===== src/rtl/param_updown_counter_pkg.sv =====
// rtl/param_updown_counter_pkg.sv - shared direction and mode constants for the up/down counter
package counter_defs;
    localparam logic DIR_UP   = 1'b1;
    localparam logic DIR_DOWN = 1'b0;
    localparam int   MODE_WRAP = 0;
    localparam int   MODE_SAT  = 1;
endpackage


===== src/rtl/param_updown_counter_next_logic.sv =====
// rtl/param_updown_counter_next_logic.sv - next-count and wrap-event decode for the up/down counter
module counter_next_logic
    import counter_defs::*;
#(
    parameter int              WIDTH    = 6,
    parameter longint unsigned MAX_VAL  = (64'd1 << WIDTH) - 64'd1,
    parameter int              SATURATE = MODE_WRAP
) (
    input  logic [WIDTH-1:0] count,
    input  logic             enable,
    input  logic             up_down,
    input  logic             clear,
    input  logic             load,
    input  logic [WIDTH-1:0] load_val,
    output logic [WIDTH-1:0] next_count,
    output logic             wrap_event
);
    localparam logic [WIDTH-1:0] MAX  = MAX_VAL[WIDTH-1:0];
    localparam logic [WIDTH-1:0] ONE  = WIDTH'(1);
    localparam logic [WIDTH-1:0] ZERO = '0;

    // Priority is clear > load > enable > hold; a limit hit flags an event in both modes.
    always_comb begin
        next_count = count;
        wrap_event = 1'b0;
        if (clear) begin
            next_count = ZERO;
        end else if (load) begin
            next_count = (load_val > MAX) ? MAX : load_val;
        end else if (enable) begin
            if (up_down == DIR_UP) begin
                if (count == MAX) begin
                    wrap_event = 1'b1;
                    next_count = (SATURATE == MODE_SAT) ? MAX : ZERO;
                end else begin
                    next_count = count + ONE;
                end
            end else begin
                if (count == ZERO) begin
                    wrap_event = 1'b1;
                    next_count = (SATURATE == MODE_SAT) ? ZERO : MAX;
                end else begin
                    next_count = count - ONE;
                end
            end
        end
    end
endmodule


===== src/rtl/param_updown_counter.sv =====
// rtl/param_updown_counter.sv - modulo-N up/down counter with load, clear, compare match and wrap flags
module param_updown_counter
    import counter_defs::*;
#(
    parameter int              WIDTH    = 6,
    parameter longint unsigned MAX_VAL  = (64'd1 << WIDTH) - 64'd1,
    parameter int              SATURATE = MODE_WRAP
) (
    input  logic             clock,
    input  logic             reset,
    input  logic             enable,
    input  logic             up_down,
    input  logic             clear,
    input  logic             load,
    input  logic [WIDTH-1:0] load_val,
    input  logic [WIDTH-1:0] cmp_val,
    output logic [WIDTH-1:0] count,
    output logic             terminal,
    output logic             match,
    output logic             wrap_pulse,
    output logic             overflow
);
    localparam logic [WIDTH-1:0] MAX = MAX_VAL[WIDTH-1:0];

    logic [WIDTH-1:0] next_count;
    logic             wrap_event;

    counter_next_logic #(
        .WIDTH    (WIDTH),
        .MAX_VAL  (MAX_VAL),
        .SATURATE (SATURATE)
    ) u_next (
        .count      (count),
        .enable     (enable),
        .up_down    (up_down),
        .clear      (clear),
        .load       (load),
        .load_val   (load_val),
        .next_count (next_count),
        .wrap_event (wrap_event)
    );

    // match compares the value being registered so it lines up with count.
    always_ff @(posedge clock or negedge reset) begin
        if (!reset) begin
            count      <= '0;
            match      <= 1'b0;
            wrap_pulse <= 1'b0;
            overflow   <= 1'b0;
        end else begin
            count      <= next_count;
            match      <= (next_count == cmp_val);
            wrap_pulse <= wrap_event;
            if (clear) begin
                overflow <= 1'b0;
            end else if (wrap_event) begin
                overflow <= 1'b1;
            end
        end
    end

    assign terminal = enable & (((up_down == DIR_UP) & (count == MAX)) |
                                ((up_down == DIR_DOWN) & (count == '0)));
endmodule


===== config.mk =====
export PLATFORM = sky130hd
export DESIGN_NAME = param_updown_counter
export DESIGN_NICKNAME = d
export VERILOG_FILES = /design/src/rtl/param_updown_counter_pkg.sv /design/src/rtl/param_updown_counter_next_logic.sv /design/src/rtl/param_updown_counter.sv
export SDC_FILE = /design/constraint.sdc
export NUM_CORES = 1
export LEC_CHECK = 0
export ABC_AREA = 1
export CAP_MARGIN = 0
export CELL_PAD_IN_SITES_DETAIL_PLACEMENT = 1
export CELL_PAD_IN_SITES_GLOBAL_PLACEMENT = 2
export CORE_MARGIN = 2
export CORE_UTILIZATION = 24
export CTS_CLUSTER_SIZE = 20
export DETAILED_ROUTE_END_ITERATION = 10
export PLACE_DENSITY_LB_ADDON = 0.2
export SLEW_MARGIN = 25
export SYNTH_ARGS = -nofsm -noshare
export SYNTH_HDL_FRONTEND = slang
export SYNTH_HIERARCHICAL = 1
export SYNTH_SLANG_ARGS = --single-unit

===== constraint.sdc =====
create_clock -name clock -period 2 [get_ports clock]
set_input_delay 0.4 -clock clock [delete_from_list [all_inputs] [get_ports clock]]
set_output_delay 0.4 -clock clock [all_outputs]
set_load 0.005 [all_outputs]

==> flow_metrics.tcl, run 1 <==
set metrics [dict create \
    r2r_start "count[0]" \
    slowest_stage "dfrtp_2" \
    syn_nets 174 \
    first_pass_iters 3 \
    tightest_slew_ns 0.4431 \
    antenna_found_initial 0 \
    setup_viol 0 \
    die_area_mm2 0.004465 \
    grt_use_total 0.1600 \
    ctsHtreeMaxLevel 1 \
    min_period_ns 1.889 \
    dp_hpwl_mm 2.763 \
    crit_chain "buf_4 -> inv_2 -> ha_2 -> xor2_1 -> o21ai_0 -> o21ai_1 -> nor2_1 -> xnor2_1 -> o21ai_1 -> nor2_2" \
    synth_warnings 6 \
    multi_input_area_um2 609.3 \
    portBuffers 27 \
    drt_iter0_drc 59 \
    design_area_mm2 0.001523 \
    critPathCaptureType "flip-flop" \
    post_drt_wl_per_cell_um 12.75 \
    clockRootBuffer "clkbuf_8" \
    drt-total-wl_mm 3.213 \
    p_per_area_mw_per_mm2 479.3 \
    ys_seq_area_frac 0.2378 \
    layout.cells.non_filler 252 \
    die_w_um 66.82 \
    syn_area_um2 947.2 \
    start_kind "flip-flop" \
    rsz0062_at_grt "no" \
    core-area_mm2 0.003716 \
    final_core_util 0.4098 \
    vias_per_cell 4.468 \
    final-max-slew-violation-count 0 \
    clk_pin_slew_ns 0.05 \
    grt_max_degree 11 \
    skew_ns 0.003603 \
    die_h_um 66.82 \
    placed_area_mm2 0.001405 \
    postSynthCellCount 153 \
    path_class "flip-flop to flip-flop" \
    fin_crit_sh 0.9445 \
    drive_gt1_frac 0.2598 \
    final_hold_viol_count 0 \
    rows 22 \
    crit_top_cell "o21ai_1" \
    placed_cells 244 \
    synth.avg_cell_area_um2 6.191 \
    slowest_delay_ns 0.42 \
    cp.required_ns 2.17 \
    clock-sinks 9 \
    fillers 498 \
    cap_violations 0 \
    hold_class "input port to asynchronous set/reset pin" \
    synth-seq-cells 9 \
    cts_buffers 3 \
    areaGrowthSynthToFinish_pct 60.77 \
    vdd_drop_max_v 0.0004417 \
    synth.distinct_cells 25 \
    antenna_cells 0 \
    drc 0 \
    place_congestion 0.8462 \
    vias 1126 \
    p_leak_nw 0.7485 \
    io-pin-count 28 \
    cp.arrival_ns 2.05 \
    grt_pass1_wl_mm 5.485 \
    startpoint "count[0]" \
    gr-total-overflow 0 \
    max_freq_mhz 529.4 \
    slew_headroom 0.7037 \
    fin_nets 226 \
    cts_tree "yes" \
    outcome "completed" \
    p_total_mw 0.7299 \
    clock_path_buffers 2 \
    grt_pass1_vias 1235 \
    ff_latch_area_um2 227.7 \
    path_max_fanout 3 \
    start_util 0.2549 \
    clk_latency_ns 0.23 \
    ant_nets 0 \
]
[cell usage after synthesis]
| cell type | count | share of area |
|---|---|---|
| nand3_2 | 2 | 0.021 |
| nand4_1 | 2 | 0.013 |
| nand2_1 | 35 | 0.14 |
| nand3_1 | 11 | 0.058 |
| a21oi_1 | 9 | 0.048 |
| nor2_1 | 20 | 0.079 |
| nand4_2 | 1 | 0.013 |
| dfrtp_1 | 9 | 0.24 |
| inv_2 | 2 | 0.0079 |
| o21ai_0 | 10 | 0.053 |
| buf_4 | 2 | 0.016 |
| o211ai_1 | 1 | 0.0079 |
| xor2_1 | 3 | 0.028 |
| ha_1 | 3 | 0.040 |
| nor2_2 | 2 | 0.013 |
| o21ai_1 | 3 | 0.016 |
| buf_2 | 1 | 0.0053 |
| nand2_4 | 1 | 0.012 |
| xnor2_1 | 1 | 0.0092 |
| nand2_2 | 1 | 0.0066 |
| nor2_4 | 2 | 0.024 |
| buf_6 | 2 | 0.024 |
| a21oi_2 | 2 | 0.018 |
| inv_1 | 27 | 0.11 |
| clkinv_1 | 1 | 0.0040 |
[metrics by stage]
| stage | setup slack, ns | hold slack, ns | setup TNS, ns |
|---|---|---|---|
| floorplan | 0.2359 | 0.1044 | 0 |
| global placement | -0.1323 | 0.4886 | -0.2628 |
| detailed placement | -0.1926 | 0.5264 | -0.3581 |
| CTS | 0.04072 | 0.5027 | 0 |
| global route | 0.002497 | 0.5117 | 0 |
| finish | 0.1111 | 0.4856 | 0 |
[path summary, 6_finish.rpt]
check / end / slack [ns] / depth (start not counted)
setup / recovery: match / 0.11 / 10
setup reg to reg: match / 0.11 / 10
min in group clock: overflow / 0.53 / 2
max in group asynchronous: count[0] / 1.18 / 1
hold / removal: overflow / 0.49 / 1
hold reg to reg: overflow / 0.53 / 2
[cell type report]
cell class,instances,area share
sequential,9,0.1495
tap,48,0.03944
multi-input combinational,109,0.4002
timing repair buffer,52,0.3073
clock buffer,4,0.02958
inverter,30,0.07395
[power breakdown]
| part | internal [mW] | total (mW) | switching (mW) |
|---|---|---|---|
| Combinational | 0.156 | 0.315 | 0.159 |
| Clock | 0.139 | 0.208 | 0.0696 |
| Sequential | 0.194 | 0.206 | 0.0121 |
| Total | 0.489 | 0.730 | 0.241 |
[state kept, by name, indices dropped and copies added (netlist names)]
name,cells
count,6
match,1
overflow,1
wrap_pulse,1
[critical path: cells and delay by family, from the launching register on]
kind                     cells  cell delay (ns)
adder cells (fa/ha/maj)      1             0.27
AO/OA/AOI/OAI                3             0.32
flip-flops                   1             0.42
XOR/XNOR                     2             0.30
AND/OR/NAND/NOR              2             0.29
buffers and inverters        2             0.22
[cells in the final DEF (no fill, tap or decap), types with 5 or more instances in the layout]
master	Yosys	routed
inv_1	27	25
buf_4	2	24
nand2_1	35	34
clkdlybuf4s50_1	0	25
o21ai_1	3	5
o21ai_0	10	8
nor2_1	20	18
nand3_1	11	9
a21oi_1	9	8
dfrtp_1	9	7
[kinds of logic (layout without fill, tap and decap cells)]
family	Yosys count	count (layout)	synth area share
AO/OA/AOI/OAI	25	25	0.1427
XOR/XNOR	4	4	0.03699
adder cells (fa/ha/maj)	3	3	0.03963
buffers and inverters	35	86	0.1638
flip-flops	9	9	0.2378
AND/OR/NAND/NOR	77	77	0.3791
[per-layer routing]
layer  part of all wire  vias up  GRT usage
met5                  0        -          0
met4                  0        0    0.01531
met3              0.031        0    0.02534
met2               0.50       20     0.2975
met1               0.47      528     0.1990
li1                   -      578          -
[timing repair]
action	in CTS	in global routing
pin swaps	0	10
setup endpoints to repair	1	1
setup buffers	2	2
gates resized for setup	5	13
hold buffers	0	0
(Power assumes the default switching activity.)
==> run 2, diff against run 1 <==
CORE_UTILIZATION = 25   (was 24)
clock period = 2.3 ns   (was 2 ns; I/O delays follow)
==> run 2 against run 1 <==
Sequential power fell by 9%; clock-buffer cell count did not move; sequential cell count did not move; clock power fell by 13%; worst setup slack improved by 0.15 ns; highest routed layer unchanged; largest cell class unchanged.
==> flow_metrics.tcl, run 2 (synthesized netlist as in run 1, its figures left out) <==
set metrics [dict create \
    slowest_delay_ns 0.51 \
    grt_pass1_wl_mm 4.823 \
    critPathCaptureType "primary output" \
    clock_path_buffers 2 \
    gr-usage-met2 0.2398 \
    setup_viol 0 \
    drt_iter0_drc 20 \
    largest_reg_flops 6 \
    clockRootBuffer "clkbuf_8" \
    post_drt_wl_per_cell_um 12.20 \
    p_per_area_mw_per_mm2 436.8 \
    fin_nets 207 \
    path_class "input port to primary output" \
    drt-total-wl_mm 2.843 \
    use_met1 0.2021 \
    vias 1047 \
    gr-usage-met3 0.03082 \
    cts_setup_buffers 0 \
    cts_tree "yes" \
    fillers 485 \
    place_congestion 0.7760 \
    start_util 0.2587 \
    slowest_stage "clkdlybuf4s50_1" \
    rsz0062_at_grt "no" \
    die_w_um 65.55 \
    mostFrequentLayoutCell "nand2_1" \
    vias_per_cell 4.494 \
    cp.arrival_ns 1.58 \
    grt_busiest_layer "met2" \
    final-max-slew-violation-count 0 \
    multi_input_area_um2 566.8 \
    rows 22 \
    cts_buffers 3 \
    ant_nets 0 \
    layout.cells.non_filler 233 \
    drive_gt1_frac 0.1189 \
    cts_hold_buf 0 \
    p_leak_nw 0.6486 \
    setup-tns-final_ns 0 \
    grt_max_degree 11 \
    antenna_found_initial 0 \
    final_hold_viol_count 0 \
    min_period_ns 2.039 \
    skew_ns 0.002849 \
    start_kind "input port" \
    portBuffers 27 \
    fin_crit_sh 0.8866 \
    clk_pin_slew_ns 0.05 \
    gr-total-overflow 0 \
    first_pass_iters 4 \
    postCtsResizedCells 1 \
    slew_headroom 0.7135 \
    die_h_um 65.55 \
    areaGrowthSynthToFinish_pct 39.76 \
    drc 0 \
    grt_use_total 0.1436 \
    antenna_cells 0 \
    max_freq_mhz 490.4 \
    core-area_mm2 0.003661 \
    vdd_drop_max_v 0.0002710 \
    dp_hpwl_mm 2.362 \
    io-pin-count 28 \
    tightest_slew_ns 0.4297 \
    clk_latency_ns 0.23 \
    cap_violations 0 \
    cp.required_ns 1.84 \
    layout_common_cells "nand2_1 (35), inv_1 (27), clkdlybuf4s50_1 (26), nor2_1 (20), nand3_1 (11)" \
    ff_latch_area_um2 225.2 \
    path_max_fanout 3 \
    die_area_mm2 0.004297 \
    outcome "completed" \
    top_register "count" \
    ctsHtreeMaxLevel 1 \
    clock-sinks 9 \
    crit_chain "clkdlybuf4s50_1 -> inv_1 -> nor2_1 -> nand2_1 -> a21oi_1 -> dlygate4sd2_1" \
    grt_pass1_vias 1057 \
    hold_class "flip-flop to flip-flop" \
    placed_cells 229 \
]
run 2: changes by cell type in the layout (fill, tap and decap cells not counted), sizes merged:
cell,before,now
buf,25,6
dlygate4sd2,2,1
clkdlybuf4s50,25,26
run 2: power breakdown:
part	internal (mW)	total, mW	switching [mW]
combinational	0.0996	0.211	0.111
sequential	0.168	0.187	0.0189
clock	0.121	0.180	0.0598
run 2: routing by layer:
metal  routed length, um  part of all wire
met5                   0                 0
met1                1370              0.48
met4                   0                 0
met2                1348              0.47
met3                 123             0.043
run 2: final timing paths:
check / from / to / slack (ns) / depth (start not counted)
max in group asynchronous: reset / count[4] / 1.47 / 1
worst max-delay path: up_down / terminal / 0.26 / 6
min in group asynchronous: reset / count[0] / 0.54 / 1
worst min register to register: overflow / overflow / 0.50 / 2
worst max register to register: count[0] / match / 0.38 / 12
worst min-delay path: overflow / overflow / 0.50 / 2
run 2: metrics by stage:
step             util  setup WS, ns  cell area [um2]  total power, mW  hold slack [ns]
3_3_place_gp   0.3496       0.05981             1280           0.3998           0.4877
2_1_floorplan       -        0.5359            947.2           0.3110           0.1644
6_report       0.3616        0.2607             1324           0.5782           0.4982
4_1_cts        0.3616        0.2370             1324           0.5895           0.5054
3_5_place_dp   0.3496      -0.02484             1280           0.4049           0.4901
5_1_grt        0.3616        0.1306             1324           0.6238           0.5352
run 2: area by class of cell:
type / count / area share
sequential: 9 / 0.1701
clock buffer: 4 / 0.03403
inverter: 30 / 0.08507
multi-input combinational: 109 / 0.4282
tap: 48 / 0.04537
timing repair buffer: 33 / 0.2372
run 2: critical path, delay by kind of cell:
kind / cells / cell delay (ns)
buf+inv: 3 / 0.81
compound gates: 1 / 0.14
simple gates: 2 / 0.16
==> run 3, diff against run 2 <==
CORE_ASPECT_RATIO = 1.4   (was unset)
==> run 3 against run 2 <==
Critical path depth grew 3; global-route usage is 0.60 points higher; clock power about the same; worst setup slack got worse by 0.015 ns; cell area fell by 0.47%; non-clock buffer count unchanged; critical endpoint is now match; highest routed layer is now met4.
==> flow_metrics.tcl, run 3 (synthesized netlist as in run 1, its figures left out) <==
set metrics [dict create \
    setup_viol 0 \
    p_sw_frac 0.3341 \
    clk_latency_ns 0.23 \
    min_period_ns 2.055 \
    gr-total-overflow 0 \
    core-area_mm2 0.003643 \
    largest_reg_flops 6 \
    final_hold_viol_count 0 \
    antenna_cells 0 \
    die_h_um 76.83 \
    critPathCaptureType "flip-flop" \
    hold_class "flip-flop to flip-flop" \
    cts_tree "yes" \
    holdPathEnd "overflow" \
    vias 1050 \
    vdd_drop_max_v 0.0003475 \
    vias_per_cell 4.626 \
    mostFrequentLayoutCell "nand2_1" \
    clockRootBuffer "clkbuf_8" \
    drt-total-wl_mm 3.058 \
    combPwrFrac 0.368 \
    outcome "completed" \
    rows 26 \
    cp.arrival_ns 2.22 \
    r2r-end "match" \
    worstHoldStart "overflow" \
    drive_gt1_frac 0.1243 \
    cts_setup_buffers 0 \
    cp.required_ns 2.47 \
    layout_common_cells "nand2_1 (35), inv_1 (27), clkdlybuf4s50_1 (26), nor2_1 (20), nand3_1 (11)" \
    grt_use_total 0.1495 \
    dp_hpwl_mm 2.622 \
    ctsHtreeMaxLevel 1 \
    io-pin-count 28 \
    ant_nets 0 \
    die_area_mm2 0.004304 \
    drc 0 \
    final_core_util 0.3616 \
    die_w_um 56.02 \
    path_max_fanout 9 \
    reg2reg_depth 9 \
    whs_path_depth 2 \
    p_int_mw 0.3893 \
    slew_headroom 0.7157 \
    fillers 478 \
    tightest_slew_ns 0.4251 \
    p_leak_nw 0.6473 \
    hold_ws_ns 0.5086 \
    grt_max_degree 11 \
    cap_violations 0 \
    portBuffers 27 \
    r2r_start "count[1]" \
    areaGrowthSynthToFinish_pct 39.10 \
    p_total_mw 0.5846 \
    start_util 0.2600 \
    setup-tns-final_ns 0 \
    clock-sinks 9 \
    skew_ns 0.001191 \
    power.switching_mw 0.1953 \
    clkPwrFrac 0.311 \
    start_kind "flip-flop" \
    placed_cells 223 \
    first_pass_iters 4 \
    rsz0062_at_grt "no" \
    reg2reg_setup_slack_ns 0.25 \
    clock_path_buffers 2 \
    grt_pass1_vias 1151 \
    p_per_area_mw_per_mm2 443.7 \
    antenna_found_initial 0 \
    fin_crit_sh 0.8933 \
    post_drt_wl_per_cell_um 13.47 \
    max_freq_mhz 486.7 \
    final-max-slew-violation-count 0 \
    layout.cells.non_filler 227 \
    clk_pin_slew_ns 0.04 \
    drt_iter0_drc 21 \
    path_class "flip-flop to flip-flop" \
    fin_nets 207 \
    cts_hold_buf 0 \
    cts_buffers 3 \
    place_congestion 0.8540 \
    p_seq_frac 0.321 \
    grt_pass1_wl_mm 5.175 \
    top_register "count" \
]
==> run 3: cell types whose count changed in the layout (fill, tap and decap cells not counted) <==
cell | before | now
dfrtp_1 | 9 | 8
dfrtp_2 | 0 | 1
==> run 3: metrics by stage <==
step / cell area (um2) / worst slack [ns]
final: 1318 / 0.2454
after global routing: 1318 / 0.03084
after CTS: 1316 / 0.1862
after detailed placement: 1272 / -0.02518
after global placement: 1272 / 0.05377
after floorplan: 947.2 / 0.5359
==> run 3: area by class of cell <==
type | count | area, um2 | share of cell area
Multi-Input combinational cell | 109 | 566.8 | 0.4302
Inverter | 30 | 112.6 | 0.08547
Sequential cell | 9 | 226.5 | 0.1719
Timing Repair Buffer | 33 | 314.1 | 0.2384
Clock buffer | 4 | 45.04 | 0.03419
Tap cell | 42 | 52.55 | 0.03989
==> run 3: power by group through the flow <==
stage | clock, mW | sequential, mW | combinational (mW)
2_1_floorplan | 0 | 0.184 | 0.127
3_3_place_gp | 0 | 0.191 | 0.209
3_5_place_dp | 0 | 0.190 | 0.218
4_1_cts | 0.188 | 0.188 | 0.219
5_1_grt | 0.199 | 0.190 | 0.243
6_report | 0.182 | 0.188 | 0.215
==> run 3: worst max path at each step <==
| stage | start | endpoint | slack (ns) | depth (start not counted) |
|---|---|---|---|---|
| after floorplan | count[0] | match | 0.54 | 10 |
| after global placement | up_down | terminal | 0.05 | 6 |
| after detailed placement | up_down | terminal | -0.03 | 6 |
| after CTS | count[0] | match | 0.19 | 11 |
| after global routing | count[1] | match | 0.03 | 11 |
| final | count[1] | match | 0.25 | 9 |
==> run 3: timing repair <==
action / in CTS / in global routing
endpoints found under the setup margin: 1 / 1
endpoints found under the hold margin: 0 / 0
resized for setup: 1 / 1
==> run 3: routing by layer <==
| metal | wire length [um] | global-route usage | vias to the layer above | share of wire |
|---|---|---|---|---|
| met4 | 36 | 0.05714 | 0 | 0.012 |
| met5 | 0 | 0 | - | 0 |
| met3 | 74 | 0.01349 | 4 | 0.024 |
| met1 | 1269 | 0.1703 | 489 | 0.41 |
| li1 | - | - | 538 | - |
| met2 | 1677 | 0.2800 | 19 | 0.55 |
==> run 3: worst max-delay path: stages, from the launching register on <==
cell     delay (ns)
dfrtp_1        0.56
inv_1          0.14
ha_1           0.32
xor2_1         0.17
o21ai_0        0.15
o21ai_0        0.12
nor2_1         0.18
xnor2_1        0.14
o21ai_1        0.10
nor2_2         0.10
